`src/rtl/period_meter_pkg.sv`:
```
// Shared types and constants for the period meter.
package period_meter_pkg;

   localparam int DIV_W         = 3;
   localparam int CNT_W_DEFAULT = 8;

   typedef enum logic {
      IDLE    = 1'b0,
      MEASURE = 1'b1
   } state_e;

endpackage

```
`src/rtl/period_meter_edge_det.sv`:
```
// Rising-edge detector: registers q into q_d and flags cycles where q=1 and q_d=0.
module edge_det (
   input  logic clk,
   input  logic reset,
   input  logic q,
   output logic rise
);

   logic q_d;

   // Reset also loads the live input so the first cycle after reset never sees an edge.
   always_ff @(posedge clk) begin
      if (reset) q_d <= q;
      else       q_d <= q;
   end

   assign rise = q & ~q_d;

endmodule

```
`src/rtl/period_meter.sv`:
```
// Measures period and high time of the divided waveform q, with a valid/ready result port.
// Optional period-vs-divisor check is built when PERIOD_METER_CHECK_EN is defined.
module period_meter
   import period_meter_pkg::*;
#(
   parameter int CNT_W = CNT_W_DEFAULT
) (
   input  logic             clk,
   input  logic             reset,
   input  logic             q,
   input  logic [DIV_W-1:0] div,
   output logic [CNT_W-1:0] period,
   output logic [CNT_W-1:0] high,
   output logic             meas_valid,
   input  logic             meas_ready,
   output logic             overrun,
   output logic             timeout,
   output logic             mismatch
);

   state_e             state_q, state_d;
   logic [DIV_W-1:0]   div_q;
   logic [CNT_W-1:0]   cnt_q, hcnt_q;
   logic [CNT_W-1:0]   period_q, high_q;
   logic               valid_q, overrun_q, timeout_q;

   logic               edge_s;
   logic               div_chg;
   logic               cnt_max;
   logic               start_s, latch_s, count_s, tmo_s;
   logic               load_res;

   edge_det u_edge_det (
      .clk   (clk),
      .reset (reset),
      .q     (q),
      .rise  (edge_s)
   );

   assign div_chg = (div != div_q);
   assign cnt_max = (cnt_q == {CNT_W{1'b1}});

   // NOTE: sequential state uses non-blocking assignments so every flop samples pre-edge values.
   always_ff @(posedge clk) begin
      if (reset) state_q <= IDLE;
      else       state_q <= state_d;
   end

   // NOTE: default first so no path through the case leaves state_d unassigned (no latch).
   always_comb begin
      state_d = state_q;
      unique case (state_q)
         IDLE:    if (!div_chg && edge_s)            state_d = MEASURE;
         MEASURE: if (div_chg || (!edge_s && cnt_max)) state_d = IDLE;
         default:                                    state_d = IDLE;
      endcase
   end

   always_comb begin
      start_s = 1'b0;
      latch_s = 1'b0;
      count_s = 1'b0;
      tmo_s   = 1'b0;
      unique case (state_q)
         IDLE:    start_s = edge_s && !div_chg;
         MEASURE: begin
            latch_s = edge_s && !div_chg;
            count_s = !edge_s && !div_chg && !cnt_max;
            tmo_s   = !edge_s && !div_chg && cnt_max;
         end
         default: ;
      endcase
   end

   // A new result is taken only if the slot is free or is being emptied this cycle.
   assign load_res = latch_s && (!valid_q || meas_ready);

   always_ff @(posedge clk) begin
      if (reset) begin
         div_q     <= div;
         cnt_q     <= '0;
         hcnt_q    <= '0;
         period_q  <= '0;
         high_q    <= '0;
         valid_q   <= 1'b0;
         overrun_q <= 1'b0;
         timeout_q <= 1'b0;
      end else begin
         div_q     <= div;
         timeout_q <= tmo_s;

         if (start_s || latch_s) begin
            cnt_q  <= CNT_W'(1);
            hcnt_q <= CNT_W'(1);
         end else if (count_s) begin
            cnt_q <= cnt_q + 1'b1;
            if (q) hcnt_q <= hcnt_q + 1'b1;
         end

         if (load_res) begin
            period_q <= cnt_q;
            high_q   <= hcnt_q;
            valid_q  <= 1'b1;
         end else if (valid_q && meas_ready) begin
            valid_q  <= 1'b0;
         end

         if (latch_s && valid_q && !meas_ready) overrun_q <= 1'b1;
      end
   end

`ifdef PERIOD_METER_CHECK_EN
   logic             mismatch_q;
   logic [CNT_W:0]   twice_div;

   assign twice_div = (CNT_W+1)'(div_q) << 1;

   always_ff @(posedge clk) begin
      if (reset)         mismatch_q <= 1'b0;
      else if (load_res) mismatch_q <= ({1'b0, cnt_q} != twice_div);
   end

   assign mismatch = mismatch_q;
`else
   assign mismatch = 1'b0;
`endif

   assign period     = period_q;
   assign high       = high_q;
   assign meas_valid = valid_q;
   assign overrun    = overrun_q;
   assign timeout    = timeout_q;

endmodule

```
`config.mk`:
```
export PLATFORM = sky130hd
export DESIGN_NAME = period_meter
export DESIGN_NICKNAME = d
export VERILOG_FILES = /design/src/rtl/period_meter_pkg.sv /design/src/rtl/period_meter_edge_det.sv /design/src/rtl/period_meter.sv
export SDC_FILE = /design/constraint.sdc
export NUM_CORES = 1
export LEC_CHECK = 0
export ABC_AREA = 1
export BUFFER_PORTS_ARGS = -buffer_cell sky130_fd_sc_hd__buf_2
export CORE_UTILIZATION = 50
export DETAILED_ROUTE_END_ITERATION = 7
export HOLD_SLACK_MARGIN = 0.15
export PLACE_DENSITY = 0.79
export SLEW_MARGIN = 10
export SYNTH_ARGS = -nofsm -noshare
export SYNTH_HDL_FRONTEND = slang
export SYNTH_SLANG_ARGS = --single-unit
export TNS_END_PERCENT = 30
```
`constraint.sdc`:
```
create_clock -name clk -period 1.56 [get_ports clk]
set_input_delay 0.078 -clock clk [delete_from_list [all_inputs] [get_ports clk]]
set_output_delay 0.078 -clock clk [all_outputs]
set_load 0.01 [all_outputs]
```
==> results.tsv, run 1 <==
stage	metric	value	unit
synth	post-synthesis compound-gate area fraction	10.64	%
global_route	first-pass GRT wire length	6.644	mm
clocking	Longest Clk Path Bufs	2	
global_route	largest net degree at the start of global routing	21	
detailed_routing	1st-iter DRT viols	138	
setup_path	worst r2r src	div_q[0]$_DFF_P_	
synth	Post-Synthesis Cells	244	
placed_design	RD Place Congestion	0.8927	
setup_path	Crit Path Max Fanout	10	
status	status	complete, no violations	
setup_path	reg2reg end	high[1]$_SDFFE_PP0P_	
setup_path	cells on worst reg2reg path	6	
detailed_routing	WL met2	2.006	mm
power_and_ir_drop	internal power	0.001631	W
placed_design	buffers added on ports	25	
synth	Seq/Total Area, Yosys	43.36	%
floorplanning	die area	3941	um^2
power_and_ir_drop	combinational power share	5.0	%
setup_path	critical path class	register to register	
global_route	total global routing overflow	0	
setup_path	R2R setup slack	0.10	ns
floorplanning	Die Height	62.78	um
detailed_routing	drt pass-1 iters	4	
placed_design	DP Cell Count	318	
sta	Hold Fails Final Rpt	0	
sta	Final min period	1.457	ns
clocking	TritonCTS Sinks	40	
sta	final period utilization	93.40	%
setup_path	crit end category	register	
synth	largest family of logic cells by synthesized area	simple AND/OR/NAND/NOR gates	
detailed_routing	DRC Markers	0	
final_layout	fin nets	295	
setup_path	CP Capture Point	high[1]$_SDFFE_PP0P_	
setup_path	Startpoint Class	register	
power_and_ir_drop	Switch Pwr	0.0004242	W
floorplanning	io pins	27	
detailed_routing	DRT Wirelength	4.009	mm
sta	max frequency	0.6863	GHz
clocking	setup repair bufs after CTS	0	
clocking	CTS H-Tree Depth	2	
synth	post-synthesis mux area share	0	%
detailed_routing	per-cell routed wire length	12.04	um
synth	Cell Area, Synth	1847	um^2
clocking	insertion delay to the later sink of the worst-skew pair	0.30	ns
setup_path	Worst Path Required	1.79	ns
floorplanning	core area	3442	um^2
detailed_routing	vias	1732	
global_route	GRT Overall Usage	21.66	%
power_and_ir_drop	leakage power	0.9238	nW
floorplanning	die width	62.78	um
setup_path	Setup crit start	div_q[0]$_DFF_P_	
sta	Sum Neg Setup Slack	0	ns
sta	fin. max-slew vios	0	
final_layout	ratio of cells with drive above 1 in the final layout	22.65	%
flow_run	max-capacitance violation count	0	
synth	synthesized area per cell	7.569	um^2
clocking	CTS tree	done	
synth	yosys synthesis warning count	0	
power_and_ir_drop	sw frac	20.64	%
power_and_ir_drop	proportion of power drawn by the clock network	44.8	%
clocking	TritonCTS buffer count	5	
detailed_routing	M1 wire length	1.796	mm
floorplanning	starting density of the core	53.65	%
synth	Adder-Cell Fraction of Synth Area	1.355	%
synth	simple-gate share of the synthesized area	32.79	%
floorplanning	Std-Cell Rows	21	
worst_hold_path	worst hold path class	primary input to register	
sta	final setup fails	0	
clocking	clock input transition at the sequential cells of the worst setup and hold paths	0.08	ns
final_layout	Cell Count, Final, Fillers Out	333	
power_and_ir_drop	sequential fraction of design power	50.2	%
power_and_ir_drop	Cell Pwr Density	897.7	nW/um^2
global_route	vias in the first global route	1583	
sta	Worst Skew	0.01079	ns
sta	RSZ-0062 raised after global routing	true	
detailed_routing	max layer used	met4	
final_layout	Layout area overhead	23.98	%
detailed_routing	Vias/cell	5.201	
placed_design	HPWL Detailed	2.699	mm
final_layout	Inserted Diodes	0	
clocking	clock root cell	clkbuf_8	
power_and_ir_drop	VDD IR-drop max	705.7	uV
synth	Post-Syn Nets	253	
setup_path	CP arrival	1.69	ns
synth	Distinct cells, synth	27	
global_route	initial antenna violation count	0	
detailed_routing	Met3 Wirelength	182	um
detailed_routing	Post-DRT Antenna Nets	0	
synth	synthesized flop and latch total	40	
synth	XOR/XNOR share of the synthesized area	4.268	%
## sequential cells by signal, summed over array words and instances, names as in the netlist
name,cells
cnt_q,8
div_q,3
hcnt_q,8
high,8
meas_valid,1
overrun,1
period,8
state_q,1
timeout,1
u_edge_det.q_d,1
## worst max-delay path, cell delays in order, from the launching register on
cell and delay, ns:
dfxtp_1 0.33, xnor2_1 0.19, nand3_2 0.19, nor2_8 0.23
buf_4 0.21, nand4_1 0.11, a21oi_1 0.15
## cell families after synthesis
logic type                 Yosys count
buffers and inverters               29
AOI/OAI and AO/OA                   37
other                                1
adders and majority gates            2
xor gates and xnor gates             9
DFF                                 40
and+or+nand+nor                    126
## area by class of cell
type	count	area [um^2]
clock buffers	7	96.34
multi-input cells	176	944.7
repair buffers	45	290.3
clock inverters	1	30.03
inverters	18	70.07
fillers	298	1152
flip-flops and latches	40	800.8
well taps	46	57.56
## per-stage QoR
| stage | instance area (um^2) | hold WS, ns | setup WS [ns] | total power, W | util (%) |
|---|---|---|---|---|---|
| global placement | 2066 | 0.2052 | 0.1168 | 0.001140 | 60.01 |
| finish | 2290 | 0.2850 | 0.1029 | 0.002055 | 66.52 |
| floorplan | 1847 | 0.1057 | 0.1050 | 0.001114 | - |
| global route | 2290 | 0.3367 | -0.02745 | 0.002125 | 66.52 |
| CTS | 2252 | 0.2698 | 0.04937 | 0.002063 | 65.43 |
| detailed placement | 2066 | 0.2115 | 0.06636 | 0.001141 | 60.01 |
## worst min-delay path by stage
stage / start / cells after the start / slack (ns) / end
floorplan: div[0] / 0 / 0.11 / div_q[0]$_DFF_P_
global placement: div[2] / 1 / 0.21 / div_q[2]$_DFF_P_
detailed placement: div[1] / 1 / 0.21 / div_q[1]$_DFF_P_
CTS: div[0] / 5 / 0.27 / timeout$_SDFF_PP0_
global route: div[0] / 5 / 0.34 / state_q$_SDFF_PP0_
finish: div[0] / 5 / 0.28 / timeout$_SDFF_PP0_
## cells in the final DEF (no fill, tap or decap), types with 9 or more instances in the layout
master,count
dfxtp_1,40
nand4_1,23
a21oi_1,34
inv_1,14
buf_2,25
buf_4,14
nand2_1,66
nand3_1,9
nor2_1,13
## power groups by stage
stage          clock network, W  registers (W)  logic (W)
6_report               0.000921        0.00103   0.000102
2_1_floorplan                 0        0.00105  0.0000593
3_5_place_dp                  0        0.00106  0.0000859
4_1_cts                0.000935        0.00103  0.0000976
5_1_grt                0.000980        0.00103   0.000112
3_3_place_gp                  0        0.00105  0.0000848
## cells in the mapped netlist
master / instances / area [um^2]
nand2_1: 68 / 255.2
dfxtp_1: 40 / 800.8
a21oi_1: 34 / 170.2
nand4_1: 23 / 143.9
nor2_1: 15 / 56.30
inv_1: 14 / 52.55
nand3_1: 9 / 45.04
xor2_1: 7 / 61.31
buf_2: 4 / 20.02
clkbuf_1: 3 / 11.26
inv_2: 3 / 11.26
buf_4: 2 / 15.01
buf_6: 2 / 22.52
ha_1: 2 / 25.02
nand2_2: 2 / 12.51
nand3_2: 2 / 20.02
nor3_1: 2 / 10.01
o21ai_0: 2 / 10.01
xnor2_1: 2 / 17.52
a21oi_4: 1 / 16.27
clkinv_1: 1 / 3.750
conb_1: 1 / 3.750
nand3_4: 1 / 17.52
nor2_2: 1 / 6.260
nor2_4: 1 / 11.26
nor2_8: 1 / 20.02
nor3b_1: 1 / 7.510
## layer usage
metal,global-route usage (%),up-vias
met5,0,-
met1,24.89,800
met4,8.721,0
met3,7.117,4
met2,36.82,33
li1,-,895
## repair_timing
item                                   4_1_cts  5_1_grt
setup endpoints to repair                    0       26
hold buffers                                 6        0
endpoints found under the hold margin        7        0
resized for setup                            0        8
(Power assumes the default switching activity.)
==> run 2: changes to the inputs <==
- BUFFER_PORTS_ARGS: -buffer_cell sky130_fd_sc_hd__buf_2 -> default
- CORE_UTILIZATION: 50 -> 30
- DONT_BUFFER_PORTS: default -> 1
- PLACE_DENSITY: 0.79 -> 0.5
==> run 2 against run 1 <==
  * Combinational power up 25%
  * Core utilization down 25 points
  * Worst setup slack worse by 0.017 ns
  * Clock skew down 0.0054 ns
  * Register-to-register slack worse by 0.02 ns
  * Clock power down 0.4%
  * Sequential power about the same
  * Via count down 0.64%
  * Critical endpoint is now hcnt_q[4]$_SDFFE_PP0P_
  * Largest power group unchanged
==> results.tsv, run 2 (same netlist as run 1, synthesis figures left out) <==
stage	metric	value	unit	change
floorplanning	core area	5921	um^2	+72%
global_route	vias in the first global route	1528		-3.5%
sta	final period utilization	94.49	%	+1.1 points
final_layout	Layout area overhead	32.18	%	
sta	max frequency	0.6784	GHz	-1.2%
power_and_ir_drop	Cell Pwr Density	851.2	nW/um^2	-5.2%
detailed_routing	vias	1721		-0.64%
sta	final setup fails	0		unchanged
power_and_ir_drop	sequential fraction of design power	49.7	%	-0.5 points
detailed_routing	DRT Wirelength	4.820	mm	+20%
clocking	clock input transition at the sequential cells of the worst setup and hold paths	0.08	ns	about the same
worst_hold_path	WHS Endpoint	meas_valid$_SDFFE_PP0P_		
floorplanning	starting density of the core	31.19	%	-22 points
placed_design	pre-CTS setup slack	-0.1675	ns	-0.2338 ns
status	status	complete, no violations		
setup_path	Worst Path Required	1.79	ns	about the same
floorplanning	Std-Cell Rows	28		+33%
global_route	total global routing overflow	0		unchanged
detailed_routing	per-cell routed wire length	13.50	um	+12%
final_layout	most frequent cells in the layout	nand2_1 (61), dfxtp_1 (36), a21oi_1 (31)		
final_layout	ratio of cells with drive above 1 in the final layout	24.82	%	+2.2 points
detailed_routing	1st-iter DRT viols	97		-30%
power_and_ir_drop	internal power	0.001606	W	-1.5%
placed_design	buffers added on ports	0		-100%
setup_path	critical path class	register to register		
power_and_ir_drop	leakage power	0.9034	nW	-2.2%
sta	RSZ-0062 raised after global routing	true		
floorplanning	Die Height	80.46	um	+28%
clocking	Longest Clk Path Bufs	2		unchanged
floorplanning	io pins	27		unchanged
setup_path	crit end category	register		
clocking	clock root cell	clkbuf_8		
setup_path	worst r2r src	cnt_q[1]$_SDFFE_PP0P_		
placed_design	RD Place Congestion	0.7500		-16%
worst_hold_path	hold depth	5		unchanged
global_route	initial antenna violation count	0		unchanged
clocking	CTS tree	done		
power_and_ir_drop	proportion of power drawn by the clock network	44.1	%	-0.7 points
sta	Slew HR	42.85	%	
setup_path	cells on worst reg2reg path	10		+4
sta	actual slew at the worst max-slew pin	0.8545	ns	
final_layout	fin nets	290		-1.7%
clocking	insertion delay to the later sink of the worst-skew pair	0.30	ns	about the same
worst_hold_path	worst hold path class	primary input to register		
power_and_ir_drop	sw frac	22.68	%	+2.0 points
detailed_routing	drt pass-1 iters	4		unchanged
clocking	CTS H-Tree Depth	2		unchanged
final_layout	post-layout util	41.23	%	-25 points
setup_path	Startpoint Class	register		
global_route	GRT Overall Usage	14.77	%	-6.9 points
power_and_ir_drop	VDD IR-drop max	443.8	uV	-37%
global_route	largest net degree at the start of global routing	21		unchanged
detailed_routing	Post-DRT Antenna Nets	0		unchanged
sta	Final min period	1.474	ns	+0.01702 ns
flow_run	max-capacitance violation count	0		unchanged
sta	fin. max-slew vios	0		unchanged
detailed_routing	Vias/cell	4.821		-7.3%
power_and_ir_drop	combinational power share	6.2	%	+1.2 points
setup_path	CP arrival	1.70	ns	about the same
detailed_routing	DRC Markers	0		unchanged
sta	Hold Fails Final Rpt	0		unchanged
final_layout	commonest non-fill, non-tap cell in the layout	nand2_1		
setup_path	R2R setup slack	0.09	ns	-0.02 ns
clocking	TritonCTS Sinks	40		unchanged
setup_path	reg2reg end	hcnt_q[4]$_SDFFE_PP0P_		
worst_hold_path	min-delay src	div[0]		
global_route	first-pass GRT wire length	7.327	mm	+10%
floorplanning	die area	6474	um^2	+64%
sta	Hold Slack	0.2658	ns	-0.01920 ns
placed_design	HPWL Detailed	2.968	mm	+10%
final_layout	Inserted Diodes	0		unchanged
clocking	TritonCTS buffer count	5		unchanged
setup_path	Crit Path Max Fanout	6		-4
sta	fin worst setup slack	0.08592	ns	-0.01702 ns
sta	Worst Skew	0.005439	ns	-0.005353 ns
floorplanning	die width	80.46	um	+28%
power_and_ir_drop	Switch Pwr	0.0004713	W	+11%
run 2: cell types whose count changed in the layout (fill, tap and decap cells not counted), moves of 2 or more:
cell,previous run,this run
nand3_4,2,4
dlygate4sd3_1,6,9
dfxtp_1,40,36
nand2_1,66,61
nand2_2,4,8
buf_2,25,0
a21oi_1,34,31
dfxtp_2,0,4
buf_4,14,23
buf_6,0,6
a21oi_2,0,3
run 2: metal layers:
layer | track usage, % | wire length [um]
met1 | 18.50 | 2284
met3 | 3.977 | 201
met4 | 3.750 | 15
met5 | 0 | 0
met2 | 24.83 | 2319
run 2: power by group through the flow:
stage          Clock (W)  Sequential, W  Combinational, W
6_report        0.000917        0.00103          0.000128
4_1_cts         0.000938        0.00103          0.000105
3_5_place_dp           0        0.00105         0.0000726
5_1_grt         0.000977        0.00103          0.000139
3_3_place_gp           0        0.00105         0.0000723
2_1_floorplan          0        0.00105         0.0000593
run 2: timing repair:
action / in CTS / in global routing
pin swaps: 0 / 18
buffers inserted: 0 / 5
endpoints found under the hold margin: 33 / 0
cloned: 0 / 4
hold buffers: 9 / 0
setup endpoints to repair: 8 / 33
resized for setup: 1 / 31
run 2: worst max path at each step:
stage | from | to | slack [ns]
after floorplan | cnt_q[0]$_SDFFE_PP0P_ | hcnt_q[0]$_SDFFE_PP0P_ | 0.10
after global placement | cnt_q[0]$_SDFFE_PP0P_ | hcnt_q[1]$_SDFFE_PP0P_ | -0.11
after detailed placement | cnt_q[0]$_SDFFE_PP0P_ | hcnt_q[1]$_SDFFE_PP0P_ | -0.17
after CTS | cnt_q[0]$_SDFFE_PP0P_ | hcnt_q[4]$_SDFFE_PP0P_ | 0.006
after global routing | div_q[2]$_DFF_P_ | high[1]$_SDFFE_PP0P_ | -0.02
final | cnt_q[1]$_SDFFE_PP0P_ | hcnt_q[4]$_SDFFE_PP0P_ | 0.09
run 2: stage by stage:
step | total power, W | instance area [um^2] | setup TNS (ns) | std cells
finish | 0.002078 | 2441 | 0 | 357
global route | 0.002149 | 2441 | -0.05472 | 357
CTS | 0.002074 | 2258 | 0 | 348
detailed placement | 0.001128 | 2044 | -1.030 | 331
global placement | 0.001127 | 2044 | -0.5843 | 331
floorplan | 0.001114 | 1847 | 0 | 244
run 2: cell type report:
cell class | instances | area (um^2)
Clock buffer | 6 | 82.58
Clock inverter | 2 | 38.79
Fill cell | 608 | 3480
Inverter | 18 | 70.07
Multi-Input combinational cell | 178 | 1020
Sequential cell | 40 | 805.8
Tap cell | 75 | 93.84
Timing Repair Buffer | 38 | 330.3
run 2: critical path, stage by stage, from the launching register on:
cell,delay [ns]
dfxtp_2,0.35
ha_4,0.15
nand2_1,0.07
nor2_1,0.06
nand2_1,0.09
nand2_2,0.08
buf_6,0.13
inv_4,0.09
buf_6,0.13
nand4_1,0.10
a21oi_1,0.16
